--- config.mk ---
export PLATFORM = sky130hd
export DESIGN_NAME = proc_mem_arbiter
export DESIGN_NICKNAME = d
export VERILOG_FILES = /design/src/rtl/proc_pkg.sv /design/src/rtl/proc_mem_arbiter_fsm.sv /design/src/rtl/proc_mem_arbiter.sv
export SDC_FILE = /design/constraint.sdc
export NUM_CORES = 1
export LEC_CHECK = 0
export BUFFER_PORTS_ARGS = -buffer_cell sky130_fd_sc_hd__buf_4
export CELL_PAD_IN_SITES_DETAIL_PLACEMENT = 2
export CELL_PAD_IN_SITES_GLOBAL_PLACEMENT = 2
export CORE_MARGIN = 2
export CORE_UTILIZATION = 20
export DETAILED_ROUTE_END_ITERATION = 10
export PLACE_DENSITY_LB_ADDON = 0.25
export SKIP_CTS_REPAIR_TIMING = 1
export SYNTH_ARGS = -nofsm -noshare
export SYNTH_HDL_FRONTEND = slang
export SYNTH_SLANG_ARGS = --single-unit
--- constraint.sdc ---
create_clock -name clk -period 2 [get_ports clk]
set_input_delay 0.4 -clock clk [delete_from_list [all_inputs] [get_ports clk]]
set_output_delay 0.4 -clock clk [all_outputs]
set_load 0.1 [all_outputs]
--- src/rtl/proc_pkg.sv ---
// Shared types and default widths for the processor/DMA memory arbiter.
package proc_pkg;

    localparam int ADDR_W = 16;
    localparam int DATA_W = 8;

    // Bus ownership states; CPU_OWN is the reset state.
    typedef enum logic [1:0] {
        CPU_OWN   = 2'd0,
        DMA_OWN   = 2'd1,
        CPU_GUARD = 2'd2
    } arb_state_t;

endpackage

--- src/rtl/proc_mem_arbiter_fsm.sv ---
// Ownership FSM: state register, DMA burst counter and next-state logic.
// dma_gnt/cpu_rdy are decoded from the registered state only, so an
// asynchronous reset drops the grant without waiting for a clock.
module arb_fsm
    import proc_pkg::*;
#(
    parameter int MAX_BURST = 16
) (
    input  logic       clk_i,
    input  logic       rst_i,
    input  logic       dma_req_i,
    output arb_state_t state_o,
    output logic       dma_gnt_o,
    output logic       cpu_rdy_o
);

    // Burst counter of 8 bits covers the full legal MAX_BURST range (1..255).
    localparam logic [7:0] LAST_ACCESS = 8'(MAX_BURST - 1);

    arb_state_t state_q, state_d;
    logic [7:0] burst_q, burst_d;

    // State and burst counter registers.
    always_ff @(posedge clk_i or posedge rst_i) begin
        if (rst_i) begin
            state_q <= CPU_OWN;
            burst_q <= 8'd0;
        end else begin
            state_q <= state_d;
            burst_q <= burst_d;
        end
    end

    // Next-state logic; a DMA_OWN cycle with dma_req low ends the burst
    // before the burst-length limit is considered.
    always_comb begin
        state_d = state_q;
        burst_d = burst_q;
        case (state_q)
            CPU_OWN: begin
                if (dma_req_i) begin
                    state_d = DMA_OWN;
                    burst_d = 8'd0;
                end
            end
            DMA_OWN: begin
                if (!dma_req_i) begin
                    state_d = CPU_GUARD;
                end else begin
                    burst_d = burst_q + 8'd1;
                    if (burst_q == LAST_ACCESS) begin
                        state_d = CPU_GUARD;
                    end
                end
            end
            CPU_GUARD: begin
                // One guaranteed CPU cycle; dma_req is deliberately ignored.
                state_d = CPU_OWN;
            end
            default: begin
                state_d = CPU_OWN;
            end
        endcase
    end

    assign state_o   = state_q;
    assign dma_gnt_o = (state_q == DMA_OWN);
    assign cpu_rdy_o = (state_q != DMA_OWN);

endmodule

--- src/rtl/proc_mem_arbiter.sv ---
// Shares one memory array between the 6502 core and a DMA/program-loader
// port. The CPU owns the bus by default; DMA takes it by request/grant and
// stalls the core through cpu_rdy. Memory read data is asynchronous.
module proc_mem_arbiter
    import proc_pkg::*;
#(
    parameter int ADDR_WIDTH = ADDR_W,
    parameter int DATA_WIDTH = DATA_W,
    parameter int MAX_BURST  = 16
) (
    input  logic                  clk,
    input  logic                  reset,
    input  logic [ADDR_WIDTH-1:0] cpu_address,
    input  logic [DATA_WIDTH-1:0] cpu_wr_data,
    input  logic                  cpu_wr_enable,
    output logic [DATA_WIDTH-1:0] cpu_rd_data,
    output logic                  cpu_rdy,
    input  logic                  dma_req,
    output logic                  dma_gnt,
    input  logic [ADDR_WIDTH-1:0] dma_address,
    input  logic [DATA_WIDTH-1:0] dma_wr_data,
    input  logic                  dma_wr_enable,
    output logic [DATA_WIDTH-1:0] dma_rd_data,
    output logic [ADDR_WIDTH-1:0] mem_address,
    output logic [DATA_WIDTH-1:0] mem_wr_data,
    output logic                  mem_wr_enable,
    input  logic [DATA_WIDTH-1:0] mem_rd_data,
    output logic [15:0]           stall_count
);

    arb_state_t state;
    logic [15:0] stall_count_q, stall_count_d;

    arb_fsm #(
        .MAX_BURST (MAX_BURST)
    ) u_fsm (
        .clk_i     (clk),
        .rst_i     (reset),
        .dma_req_i (dma_req),
        .state_o   (state),
        .dma_gnt_o (dma_gnt),
        .cpu_rdy_o (cpu_rdy)
    );

    // Bus mux: DMA drives memory only while it owns the bus, and a DMA
    // write is qualified by dma_req so the release cycle never writes.
    always_comb begin
        mem_address   = cpu_address;
        mem_wr_data   = cpu_wr_data;
        mem_wr_enable = cpu_wr_enable;
        if (state == DMA_OWN) begin
            mem_address   = dma_address;
            mem_wr_data   = dma_wr_data;
            mem_wr_enable = dma_wr_enable & dma_req;
        end
    end

    assign cpu_rd_data = mem_rd_data;
    assign dma_rd_data = mem_rd_data;

    // Saturating count of core stall cycles.
    always_comb begin
        stall_count_d = stall_count_q;
        if (!cpu_rdy && (stall_count_q != 16'hFFFF)) begin
            stall_count_d = stall_count_q + 16'd1;
        end
    end

    // Stall counter register; cleared only by reset.
    always_ff @(posedge clk or posedge reset) begin
        if (reset) begin
            stall_count_q <= 16'd0;
        end else begin
            stall_count_q <= stall_count_d;
        end
    end

    assign stall_count = stall_count_q;

endmodule
== After elaboration in Yosys (flattened, before gate mapping) ==
Cells that the tools add are included.

* Flip-flop bits (word level): 26
* Bits of input ports: 61
* Output and inout port bits: 59
* Logic and storage cells: 29

* $add $sub $neg: 2
* Eq/ne operators: 7
* Mux-type cells: 10
* Bitwise operators: 1
* Reduce and logical (&&, ||, !) cells: 6

{| class="wikitable"
|+ Operators with widths
! kind !! number
|-
| $mux 8 || 3
|-
| $add 16x1->16 const B || 1
|-
| $mux 16 || 1
|-
| $ne 16x16->1 const B || 1
|-
| $pmux 8 s2 || 1
|-
| $add 8x1->8 const B || 1
|-
| $eq 8x4->1 const B || 1
|-
| $mux 2 || 3
|-
| $ne 2x2->1 const B || 2
|-
| $pmux 2 s2 || 1
|-
| $ne 3x2->1 const B || 1
|-
| $reduce_and 3->1 || 1
|-
| $eq 2x1->1 const B || 1
|-
| $logic_not 2->1 || 1
|-
| $ne 2x1->1 const B || 1
|-
| $reduce_and 2->1 || 1
|-
| $reduce_bool 2->1 || 1
|-
| $and 1x1->1 || 1
|-
| $logic_and 1x1->1 || 1
|-
| $logic_not 1->1 || 1
|-
| $mux 1 || 1
|}

== Longest topological paths before layout ==
* Depth in word-level cells: 4
* Mapped depth: 6
* Depth with buffers taken out: 5

== Cells and area by module ==
A second synthesis with hierarchy kept.

* Cells, all modules: 178
* Area total of the unflattened synthesis: 1756.7 um2

{| class="wikitable"
|+ Modules (own cells, without submodules)
! module !! instances !! cells an instance !! area an instance (um2) !! seq. area each (um2)
|-
| proc_mem_arbiter || 1 || 120 || 1216.2 || 400.4
|-
| arb_fsm || 1 || 58 || 540.5 || 250.2
|}

== Least setup slack after synthesis ==
Ideal clock, no wire load.

* Kind: flip-flop to output port
* Start point: register u_fsm.state_q[0] (netlist: u_fsm.state_o[0])
* End point: output port mem_wr_data[0]
* Arrival: 2.699 ns
* Data required time: 1.600 ns
* Slack: -1.099 ns
* Cell stages (with the launch flop): 7
* Path buffers: 3
* Cell sequence: dfrtp_1 -> nand2b_1 -> buf_2 -> buf_2 -> buf_1 -> nand2_1 -> nand2_1

* Longest elaborated chain between the ends: 2

{| class="wikitable"
|+ RTL lines
! what !! line !! RTL
|-
| from (decl) || proc_mem_arbiter_fsm.sv:20 || <nowiki>arb_state_t state_q, state_d;</nowiki>
|-
| from (signal assigned) || proc_mem_arbiter_fsm.sv:29 || <nowiki>state_q <= state_d;</nowiki>
|-
| $eq 2x1->1 || proc_mem_arbiter.sv:51 || <nowiki>if (state == DMA_OWN) begin</nowiki>
|-
| $mux 8 || proc_mem_arbiter.sv:51 ||
|-
| to (decl) || proc_mem_arbiter.sv:25 || <nowiki>output logic [DATA_WIDTH-1:0] mem_wr_data,</nowiki>
|}

No other way between the ends.

== Final worst setup path ==
* Start point: register u_fsm.state_q[1] (netlist: u_fsm.state_o[1])
* End point: output port mem_address[14]

* Longest elaborated chain between the ends: 2

{| class="wikitable"
|+ RTL lines
! what !! line !! RTL
|-
| $eq 2x1->1 || proc_mem_arbiter.sv:51 ||
|-
| $mux 16 || proc_mem_arbiter.sv:51 ||
|-
| to (decl) || proc_mem_arbiter.sv:24 || <nowiki>output logic [ADDR_WIDTH-1:0] mem_address,</nowiki>
|}

No other way between the ends.

==> results.py <==
metrics = {
    "critical_path": {
        "end_kind": "output pin",
        "crit_type": "reg -> out",
        "cp_max_fo": 21,
        "cp-start-kind": "flop",
        "worst_ep_required_time_ns": 1.60,
        "crit_arrival_ns": 1.48,
    },
    "power": {
        "power_density_nw_per_um2": 893.6,
        "p_leak_uw": 0.001352,
        "ir_worst_vdd_mv": 1.225,
        "finalPower_uw": 2514,
    },
    "grt": {
        "gr-total-overflow": 0,
        "antenna_found_initial": 0,
        "grt_use_total_pct": 13.34,
        "grt_pass1_wl_um": 10420,
        "grt_max_degree": 27,
        "grt_pass1_vias": 2000,
    },
    "job": {
        "maxCapViolations": 0,
    },
    "sta": {
        "fin_crit_ns": 1.883,
        "period_share_pct": 94.17,
        "rsz0062_at_grt": "false",
        "setup_tns_ns": 0,
        "fmax_ghz": 0.5309,
        "maxSlewHeadroom_pct": 65.31,
        "setup_viol": 0,
        "slew_viol_final": 0,
        "hold_violations": 0,
        "skew_ns": 0.004064,
        "worst_slew_pin_slew_ns": 0.5160,
    },
    "status": {
        "status": "finished, final reports clean",
    },
    "cts": {
        "cts_root_buf": "clkbuf_8",
        "clock_sinks": 26,
        "htreeDepth": 1,
        "clockBufferDepth": 2,
        "cts_buffers": 3,
        "cts_tree": "done",
        "clk_pin_slew_ns": 0.09,
        "clk_latency_ns": 0.27,
    },
    "layout": {
        "n_antenna_cell": 0,
        "fill_cells": 974,
        "area_growth_pct": 63.61,
        "drive_gt1_share_pct": 49.19,
        "final_cell_mix": "buf_4 (81), nand2_1 (64), nand2_4 (17)",
        "nNetsFinal": 371,
        "final_common_cell": "buf_4",
    },
    "logic_synthesis": {
        "async_flop_share_pct": 100.0,
        "ys_seq_area_share_pct": 37.85,
        "synth_seq_cells": 26,
        "synth_edf_count": 0,
        "syn_inst": 223,
        "synthDistinctLibCells": 38,
        "ys.flop_type": "dfrtp_1",
        "synth_warnings": 0,
        "syn_nets": 286,
        "postSynthAreaPerCell_um2": 7.709,
        "netlist_area_um2": 1719,
    },
    "detailed_routing": {
        "dr.pass1.iters": 4,
        "vias_per_cell": 4.524,
        "detail_route.wirelength_um": 6403,
        "wl_per_cell_um": 15.54,
        "drc": 0,
        "vias": 1864,
        "ant_nets": 0,
        "drt_iter0_markers": 47,
    },
    "place": {
        "gp_congestion": 0.7030,
        "io_buffers": 95,
        "dp_hpwl_um": 5048,
    },
    "floorplan": {
        "initial_core_util_pct": 20.82,
        "die_area_um2": 9354,
        "fp.dieH_um": 96.72,
        "die_x_um": 96.72,
        "rows": 33,
        "io_pins": 120,
        "coreArea_um2": 8258,
    },
    "worst_hold_path": {
        "hold_class": "in -> async",
    },
}
[cell usage after synthesis, types with 3 or more instances]
cell | n | area share, %
a21oi_1 | 8 | 2.3
and3_1 | 3 | 1.1
buf_4 | 16 | 7.0
clkbuf_1 | 4 | 0.87
dfrtp_1 | 26 | 38
inv_1 | 5 | 1.1
nand2_1 | 84 | 18
nand2b_1 | 4 | 1.5
nand3_1 | 12 | 3.5
nand4_1 | 3 | 1.1
nor2_1 | 5 | 1.1
nor3_1 | 4 | 1.2
o21a_1 | 3 | 1.3
o21ai_0 | 7 | 2.0
xnor2_1 | 4 | 2.0
xor2_1 | 6 | 3.1
[power breakdown]
part | leakage, uW | internal (uW) | switching [uW]
clock | 0.0000228 | 143 | 168
sequential | 0.000324 | 623 | 119
combinational | 0.00101 | 378 | 1080
total | 0.00135 | 1140 | 1370
[state kept, by name, summed over array words and instances, names as in the netlist]
register       count
stall_count       16
u_fsm.burst_q      8
u_fsm.state_o      2
[through the flow]
stage | setup WS (ns) | instance area [um^2] | std cells | util, % | hold WS, ns
6_report | 0.1165 | 2813 | 412 | 34.06 | 0.1892
5_1_grt | 0.01886 | 2813 | 412 | 34.06 | 0.2114
4_1_cts | -0.06782 | 2685 | 411 | 32.52 | 0.1961
3_5_place_dp | 0.1780 | 2640 | 407 | 31.97 | 0.4910
3_3_place_gp | 0.2352 | 2640 | 407 | 31.97 | 0.4778
2_1_floorplan | -0.05538 | 1891 | 223 | - | 0.4391
[final timing paths]
path / startpoint / endpoint / slack, ns / depth (start not counted)
hold / removal: reset / stall_count[14] / 0.19 / 3
setup / recovery: u_fsm.state_o[1] / mem_address[14] / 0.12 / 6
min in group clk: dma_req / u_fsm.state_o[1] / 0.32 / 2
hold reg to reg: stall_count[7] / stall_count[7] / 0.50 / 1
max in group asynchronous: reset / stall_count[0] / 1.52 / 3
setup reg to reg: stall_count[0] / stall_count[1] / 0.18 / 5
[critical path, cell delays in order, from the launching register on]
cell,delay (ns)
dfrtp_1,0.38
nand2b_4,0.16
clkinvlp_4,0.12
buf_12,0.16
nand2_1,0.10
nand2_4,0.07
buf_6,0.22
[layout make-up]
class | instances | area, um^2 | share of cell area, %
clock buffers | 4 | 45.04 | 1.601
inverters | 6 | 26.28 | 0.9342
multi-input cells | 168 | 1040 | 36.97
flip-flops and latches | 26 | 675.6 | 24.02
well taps | 105 | 131.4 | 4.671
repair buffers | 103 | 894.6 | 31.81
[cells by family (layout without fill, tap and decap cells)]
group | count (synthesis) | count (layout) | synth area share (%)
adders and majority gates | 2 | 2 | 1.455
buffers and inverters | 29 | 113 | 9.971
AOI/OAI and AO/OA | 27 | 27 | 9.753
xor gates and xnor gates | 10 | 10 | 5.094
and+or+nand+nor | 128 | 128 | 35.23
muxes | 1 | 1 | 0.6550
DFF | 26 | 26 | 37.85
[metal layers]
| metal | part of all wire [%] | track usage, % | routed length, um |
|---|---|---|---|
| met1 | 38 | 15.43 | 2434 |
| met4 | 0.16 | 0.7584 | 10 |
| met3 | 3.4 | 3.035 | 220 |
| met5 | 0 | 0 | 0 |
| met2 | 58 | 25.96 | 3737 |
Power figures use the tool's default switching activity.
